## config.mk

```make
export PLATFORM = sky130hd
export DESIGN_NAME = vga_sync_gen
export DESIGN_NICKNAME = d
export VERILOG_FILES = /design/src/rtl/vga_timing_pkg.sv /design/src/rtl/pixel_tick_div.sv /design/src/rtl/vga_sync_gen.sv
export SDC_FILE = /design/constraint.sdc
export NUM_CORES = 1
export LEC_CHECK = 0
export BUFFER_PORTS_ARGS = -buffer_cell sky130_fd_sc_hd__buf_2
export CAP_MARGIN = 20
export CORE_MARGIN = 4
export CORE_UTILIZATION = 40
export CTS_CLUSTER_DIAMETER = 120
export DETAILED_ROUTE_END_ITERATION = 16
export PLACE_DENSITY = 0.64
export SETUP_SLACK_MARGIN = 0.4
export SYNTH_ARGS = -nofsm -noshare
export SYNTH_HDL_FRONTEND = slang
export SYNTH_SLANG_ARGS = --single-unit
```

## constraint.sdc

```tcl
create_clock -name clk -period 2.6 [get_ports clk]
set_clock_uncertainty 0.05 [all_clocks]
set_input_delay 0.78 -clock clk [delete_from_list [all_inputs] [get_ports clk]]
set_output_delay 0.78 -clock clk [all_outputs]
set_load 0.02 [all_outputs]
```

## src/rtl/vga_timing_pkg.sv

```systemverilog
// Shared 640x480@60 Hz timing constants and small decode helpers
// used by the VGA sync generator and its consumers.
package vga_timing_pkg;

  localparam int VGA_H_DISPLAY = 640;
  localparam int VGA_H_FRONT   = 16;
  localparam int VGA_H_SYNC    = 96;
  localparam int VGA_H_BACK    = 48;
  localparam int VGA_V_DISPLAY = 480;
  localparam int VGA_V_FRONT   = 10;
  localparam int VGA_V_SYNC    = 2;
  localparam int VGA_V_BACK    = 33;

  localparam int VGA_H_TOTAL  = VGA_H_DISPLAY + VGA_H_FRONT + VGA_H_SYNC + VGA_H_BACK;
  localparam int VGA_V_TOTAL  = VGA_V_DISPLAY + VGA_V_FRONT + VGA_V_SYNC + VGA_V_BACK;
  localparam int VGA_HS_START = VGA_H_DISPLAY + VGA_H_FRONT;
  localparam int VGA_HS_END   = VGA_HS_START + VGA_H_SYNC - 1;
  localparam int VGA_VS_START = VGA_V_DISPLAY + VGA_V_FRONT;
  localparam int VGA_VS_END   = VGA_VS_START + VGA_V_SYNC - 1;

  // Level driven on hsync/vsync while the pulse is asserted.
  localparam logic VGA_SYNC_ACTIVE = 1'b0;

  localparam int VGA_COORD_W = 10;
  typedef logic [VGA_COORD_W-1:0] coord_t;

  typedef struct packed {
    logic hsync;
    logic vsync;
    logic video_on;
  } sync_decode_t;

  function automatic logic in_window(input coord_t v, input int lo, input int hi);
    return (int'(v) >= lo) && (int'(v) <= hi);
  endfunction

endpackage

```

## src/rtl/pixel_tick_div.sv

```systemverilog
// Clock-enable divider: o_tick is a registered one-clock pulse every DIV
// clocks, high on the clock where the phase count sits at DIV-1.
module pixel_tick_div #(
  parameter int DIV = 4
) (
  input  logic i_clk,
  input  logic i_rst_n,
  output logic o_tick
);

  localparam int            CW   = (DIV > 1) ? $clog2(DIV) : 1;
  localparam logic [CW-1:0] LAST = CW'(DIV - 1);

  logic [CW-1:0] r_cnt;
  logic          r_tick;
  logic [CW-1:0] w_cnt_nxt;

  assign w_cnt_nxt = (r_cnt == LAST) ? '0 : r_cnt + 1'b1;

  // The pulse is decoded from the next count so it lines up with the count.
  always_ff @(posedge i_clk or negedge i_rst_n) begin
    if (!i_rst_n) begin
      r_cnt  <= '0;
      r_tick <= 1'b0;
    end else begin
      r_cnt  <= w_cnt_nxt;
      r_tick <= (w_cnt_nxt == LAST);
    end
  end

  assign o_tick = r_tick;

endmodule

```

## src/rtl/vga_sync_gen.sv

```systemverilog
// VGA timing generator: pixel-tick divider, h/v counters and registered
// sync/video decode that switch on the same edge as the coordinates.
module vga_sync_gen
  import vga_timing_pkg::*;
#(
  parameter int   CLK_DIV     = 4,
  parameter int   H_DISPLAY   = VGA_H_DISPLAY,
  parameter int   H_FRONT     = VGA_H_FRONT,
  parameter int   H_SYNC      = VGA_H_SYNC,
  parameter int   H_BACK      = VGA_H_BACK,
  parameter int   V_DISPLAY   = VGA_V_DISPLAY,
  parameter int   V_FRONT     = VGA_V_FRONT,
  parameter int   V_SYNC      = VGA_V_SYNC,
  parameter int   V_BACK      = VGA_V_BACK,
  parameter logic SYNC_ACTIVE = VGA_SYNC_ACTIVE
) (
  input  logic       clk,
  input  logic       reset_n,
  output logic       p_tick,
  output logic [9:0] pixel_x,
  output logic [9:0] pixel_y,
  output logic       video_on,
  output logic       hsync,
  output logic       vsync,
  output logic       frame_start
);

  localparam int H_TOTAL  = H_DISPLAY + H_FRONT + H_SYNC + H_BACK;
  localparam int V_TOTAL  = V_DISPLAY + V_FRONT + V_SYNC + V_BACK;
  localparam int HS_START = H_DISPLAY + H_FRONT;
  localparam int HS_END   = HS_START + H_SYNC - 1;
  localparam int VS_START = V_DISPLAY + V_FRONT;
  localparam int VS_END   = VS_START + V_SYNC - 1;

  localparam coord_t H_LAST = coord_t'(H_TOTAL - 1);
  localparam coord_t V_LAST = coord_t'(V_TOTAL - 1);

  logic         w_tick;
  logic         w_h_wrap;
  logic         w_v_wrap;
  coord_t       w_x_nxt;
  coord_t       w_y_nxt;
  sync_decode_t w_dec;

  coord_t r_x;
  coord_t r_y;
  logic   r_hsync;
  logic   r_vsync;
  logic   r_video_on;
  logic   r_frame_start;

  pixel_tick_div #(.DIV(CLK_DIV)) u_tick_div (
    .i_clk   (clk),
    .i_rst_n (reset_n),
    .o_tick  (w_tick)
  );

  assign w_h_wrap = (r_x == H_LAST);
  assign w_v_wrap = (r_y == V_LAST);

  always_comb begin
    w_x_nxt = r_x;
    w_y_nxt = r_y;
    if (w_tick) begin
      w_x_nxt = w_h_wrap ? '0 : r_x + 1'b1;
      if (w_h_wrap) begin
        w_y_nxt = w_v_wrap ? '0 : r_y + 1'b1;
      end
    end
  end

  // Decoding the next-state coordinates keeps sync/video aligned with pixel_x/y.
  always_comb begin
    w_dec          = '0;
    w_dec.hsync    = in_window(w_x_nxt, HS_START, HS_END);
    w_dec.vsync    = in_window(w_y_nxt, VS_START, VS_END);
    w_dec.video_on = (int'(w_x_nxt) < H_DISPLAY) && (int'(w_y_nxt) < V_DISPLAY);
  end

  always_ff @(posedge clk or negedge reset_n) begin
    if (!reset_n) begin
      r_x           <= '0;
      r_y           <= '0;
      r_hsync       <= ~SYNC_ACTIVE;
      r_vsync       <= ~SYNC_ACTIVE;
      r_video_on    <= 1'b0;
      r_frame_start <= 1'b0;
    end else begin
      r_x           <= w_x_nxt;
      r_y           <= w_y_nxt;
      r_hsync       <= w_dec.hsync ? SYNC_ACTIVE : ~SYNC_ACTIVE;
      r_vsync       <= w_dec.vsync ? SYNC_ACTIVE : ~SYNC_ACTIVE;
      r_video_on    <= w_dec.video_on;
      r_frame_start <= w_tick && w_h_wrap && w_v_wrap;
    end
  end

  assign p_tick      = w_tick;
  assign pixel_x     = r_x;
  assign pixel_y     = r_y;
  assign video_on    = r_video_on;
  assign hsync       = r_hsync;
  assign vsync       = r_vsync;
  assign frame_start = r_frame_start;

endmodule

```

==> impl_results.md <==
* Finished Cell Area at between 1500 and 2000 um2
* CTS Root Cell: clkbuf_8
* Final WL at between 3 and 4 mm
* Worst rel slew slack at 0.604
* Largest stage delay, worst path at 0.49 ns
* DR iter-0 viols at 84
* Ports at 27
* Wire per inst at ~15 um
* Die Span Y at between 60 and 70 um
* CP max stage cell: or4_4
* # hold bufs at CTS at 0
* Fin. max-slew vios at 0
* Critical-path cell list: or3_4, or4_4, nor3_4, xnor2_1, nand4_1, or4b_1
* CP top delay family: simple AND/OR/NAND/NOR gates
* Post-synth top flop: dfrtp_1
* Worst hold path type: reg2reg
* Vias in the first global route at 1225
* GR Layer Usage met2 at 0.252
* Antenna violations before repair at 0
* Residual DRC at 0
* Initial Utilization at 0.414
* RSZ-0062 raised after global routing: yes
* Met1 usage at 0.192
* Crit path buffers/inverters at 0
* Max frequency at 420 MHz
* CTS H-tree depth at 1
* DR vias at 1286
* Clk sinks at 27
* Grt met3 use at 0.0290
* GRT overflow at 0
* GRT Max-Usage Layer: met2
* First-pass DRT Iterations at 4
* Synthesized instance count at 158
* Total Routing Usage GR at 0.151
* Routed vias/inst at 5.40
* Async S/R FF share, synth at 1.00
* Post-synthesis sequential area ratio at 0.451
* R2R Setup Slk at 0.22 ns
* Setup CP Type: reg2reg
* Period utilization at 0.916
* Net Switching at 0.140 mW
* Min-delay src: u_tick_div.r_cnt[0]
* Clock power frac at 0.359
* Largest net degree at the start of global routing at 28
* Power Dens Cells at 362 nW/um2
* Share of layout cells above drive strength 1 at 0.342
* Antenna cells at 0
* Final-report setup violation count at 0
* Post-synth EDFFs at 0
* VDD IR max at 0.143 mV
* Syn nets at 165
* #FFs+latches synth at 27
* Total CTS buffers at 3
* Yosys cell types at 42
* Max-Cap Viols at 0
* Placement Cell Area at 1760 um2
* Worst slew pin tran at 0.593 ns
* Core Footprint at 3630 um2
* Setup_tns at 0 ns
* Die ar. at 4800 um2
* CP arrival at ~2.5 ns
* Tmin final at between 2 and 2.5 ns
* Endpoint type of the worst setup path: flip-flop
* Worst-skew pair later-pin latency at 0.28 ns
* Syn_area_per_cell at around 9.5 um2
* Leakage at 0.839 nW
* Worst R2R Path Depth at 6
* Area grow syn2layout at 22.6%
* First-pass GRT wire length at a little under 6 mm
* Register share of total power at 0.628
* Layout Utilization at 0.508
* Post-Syn Area at 1500 um2
* Startpoint types: flip-flop
* Cell count along the critical path at 6
* Die W at 69.3 um
* DP HPWL at 2.64 mm
* Worst hold endpoint: u_tick_div.r_cnt[0]
* CTS tree: built
* Reg2reg start: pixel_x[6]
* Filler cells at 359
* Placement Rows at 22
* Post-route ant nets at 0
* I/O Buffers at 26
* Gate power share at 0.012
* Total Nets Final at 198
* CP max FO at 5
* Status: completed
* Clock Path Buffers at 2
* Required time of the critical path at 2.75 ns
* Yosys warning total at 0
* Hold Vio Cnt, Final at 0
* Worst Hold Depth at 1
* Sw Ratio at 0.210
* Gpl congestion at 0.905
* Power Internal at 0.528 mW
* Reg2reg end: vsync
* Worst-path clk slew at 0.09 ns
## worst reg2reg max path, delay by kind of cell (launching register included)
kind                      cells  cell delay, ns
and+or+nand+nor               5            1.66
DFF                           1            0.42
xor gates and xnor gates      1            0.17
## layout make-up
type | count | area [um2] | area share
Clock buffer | 3 | 41.3 | 0.0224
Inverter | 7 | 26.3 | 0.0142
Clock inverter | 1 | 5.00 | 0.00271
Timing Repair Buffer | 38 | 220 | 0.119
Sequential cell | 27 | 688 | 0.373
Multi-Input combinational cell | 114 | 803 | 0.436
Tap cell | 48 | 60.1 | 0.0326
## layer usage
metal	wire (um)	part of all wire
met1	1580	0.45
met2	1710	0.49
met3	169	0.048
met4	47	0.013
met5	0	0
## cell usage in the layout (no fill, tap or decap), types with 7 or more instances in the layout
cell     instances
buf_2           26
nand2_1         18
dfrtp_1         17
buf_4           12
nor2_1          11
dfrtp_2          8
inv_1            7
nand4_1          7
xnor2_1          7
nand3_1          7
## stage by stage
stage                     hold slack [ns]  power [mW]  setup slack [ns]  std cells
after floorplan                     0.378       0.428             0.202        158
after global placement              0.388       0.437             0.224        230
after detailed placement            0.402       0.437             0.169        230
after CTS                           0.421       0.675             0.241        237
after global routing                0.450       0.702             0.162        238
final                               0.420       0.668             0.219        238
## power groups by stage
stage	clock network, mW	registers [mW]	logic, mW
global route	0.272	0.420	0.0105
CTS	0.246	0.420	0.00925
detailed placement	0	0.428	0.00925
global placement	0	0.428	0.00899
finish	0.240	0.420	0.00827
floorplan	0	0.428	0.000000319
## flip-flops by register name, summed over array words and instances (netlist names)
signal             flops
u_tick_div.o_tick      1
pixel_y               10
video_on               1
u_tick_div.r_cnt       2
hsync                  1
vsync                  1
pixel_x               10
frame_start            1
## synthesized netlist by cell type, types with 4 or more instances
cell | count | share of area
clkbuf_1 | 6 | 0.015
nand2_1 | 18 | 0.045
nor2_1 | 11 | 0.027
a21oi_1 | 4 | 0.013
xor2_1 | 6 | 0.035
nand3_1 | 7 | 0.023
nand4_1 | 7 | 0.029
buf_2 | 4 | 0.013
nor3_1 | 7 | 0.023
ha_1 | 5 | 0.042
o21ai_0 | 6 | 0.020
xnor2_1 | 7 | 0.041
dfrtp_1 | 25 | 0.42
inv_1 | 7 | 0.017
## worst max path at each step
stage / slack, ns / endpoint / startpoint
after CTS: 0.24 / vsync / pixel_x[6]
after global placement: 0.22 / vsync / pixel_x[6]
after floorplan: 0.20 / vsync / pixel_x[6]
final: 0.22 / vsync / pixel_x[6]
after global routing: 0.16 / vsync / pixel_x[6]
after detailed placement: 0.17 / vsync / pixel_x[6]
## what timing repair did
item | in CTS | in global routing
buffers inserted | 3 | 1
endpoints found under the hold margin | 0 | 0
pin swaps | 2 | 0
resized for setup | 1 | 2
setup endpoints to repair | 3 | 4
## cells by family (layout without fill, tap and decap cells)
logic type,after synthesis,count (layout),synth area share
flip-flops,27,27,0.451
AO/OA/AOI/OAI,21,21,0.0957
multiplexers,3,3,0.0208
adder cells (fa/ha/maj),5,5,0.0416
buffers and inverters,17,49,0.0458
AND/OR/NAND/NOR,72,72,0.270
XOR/XNOR,13,13,0.0757
Power figures use the tool's default switching activity.
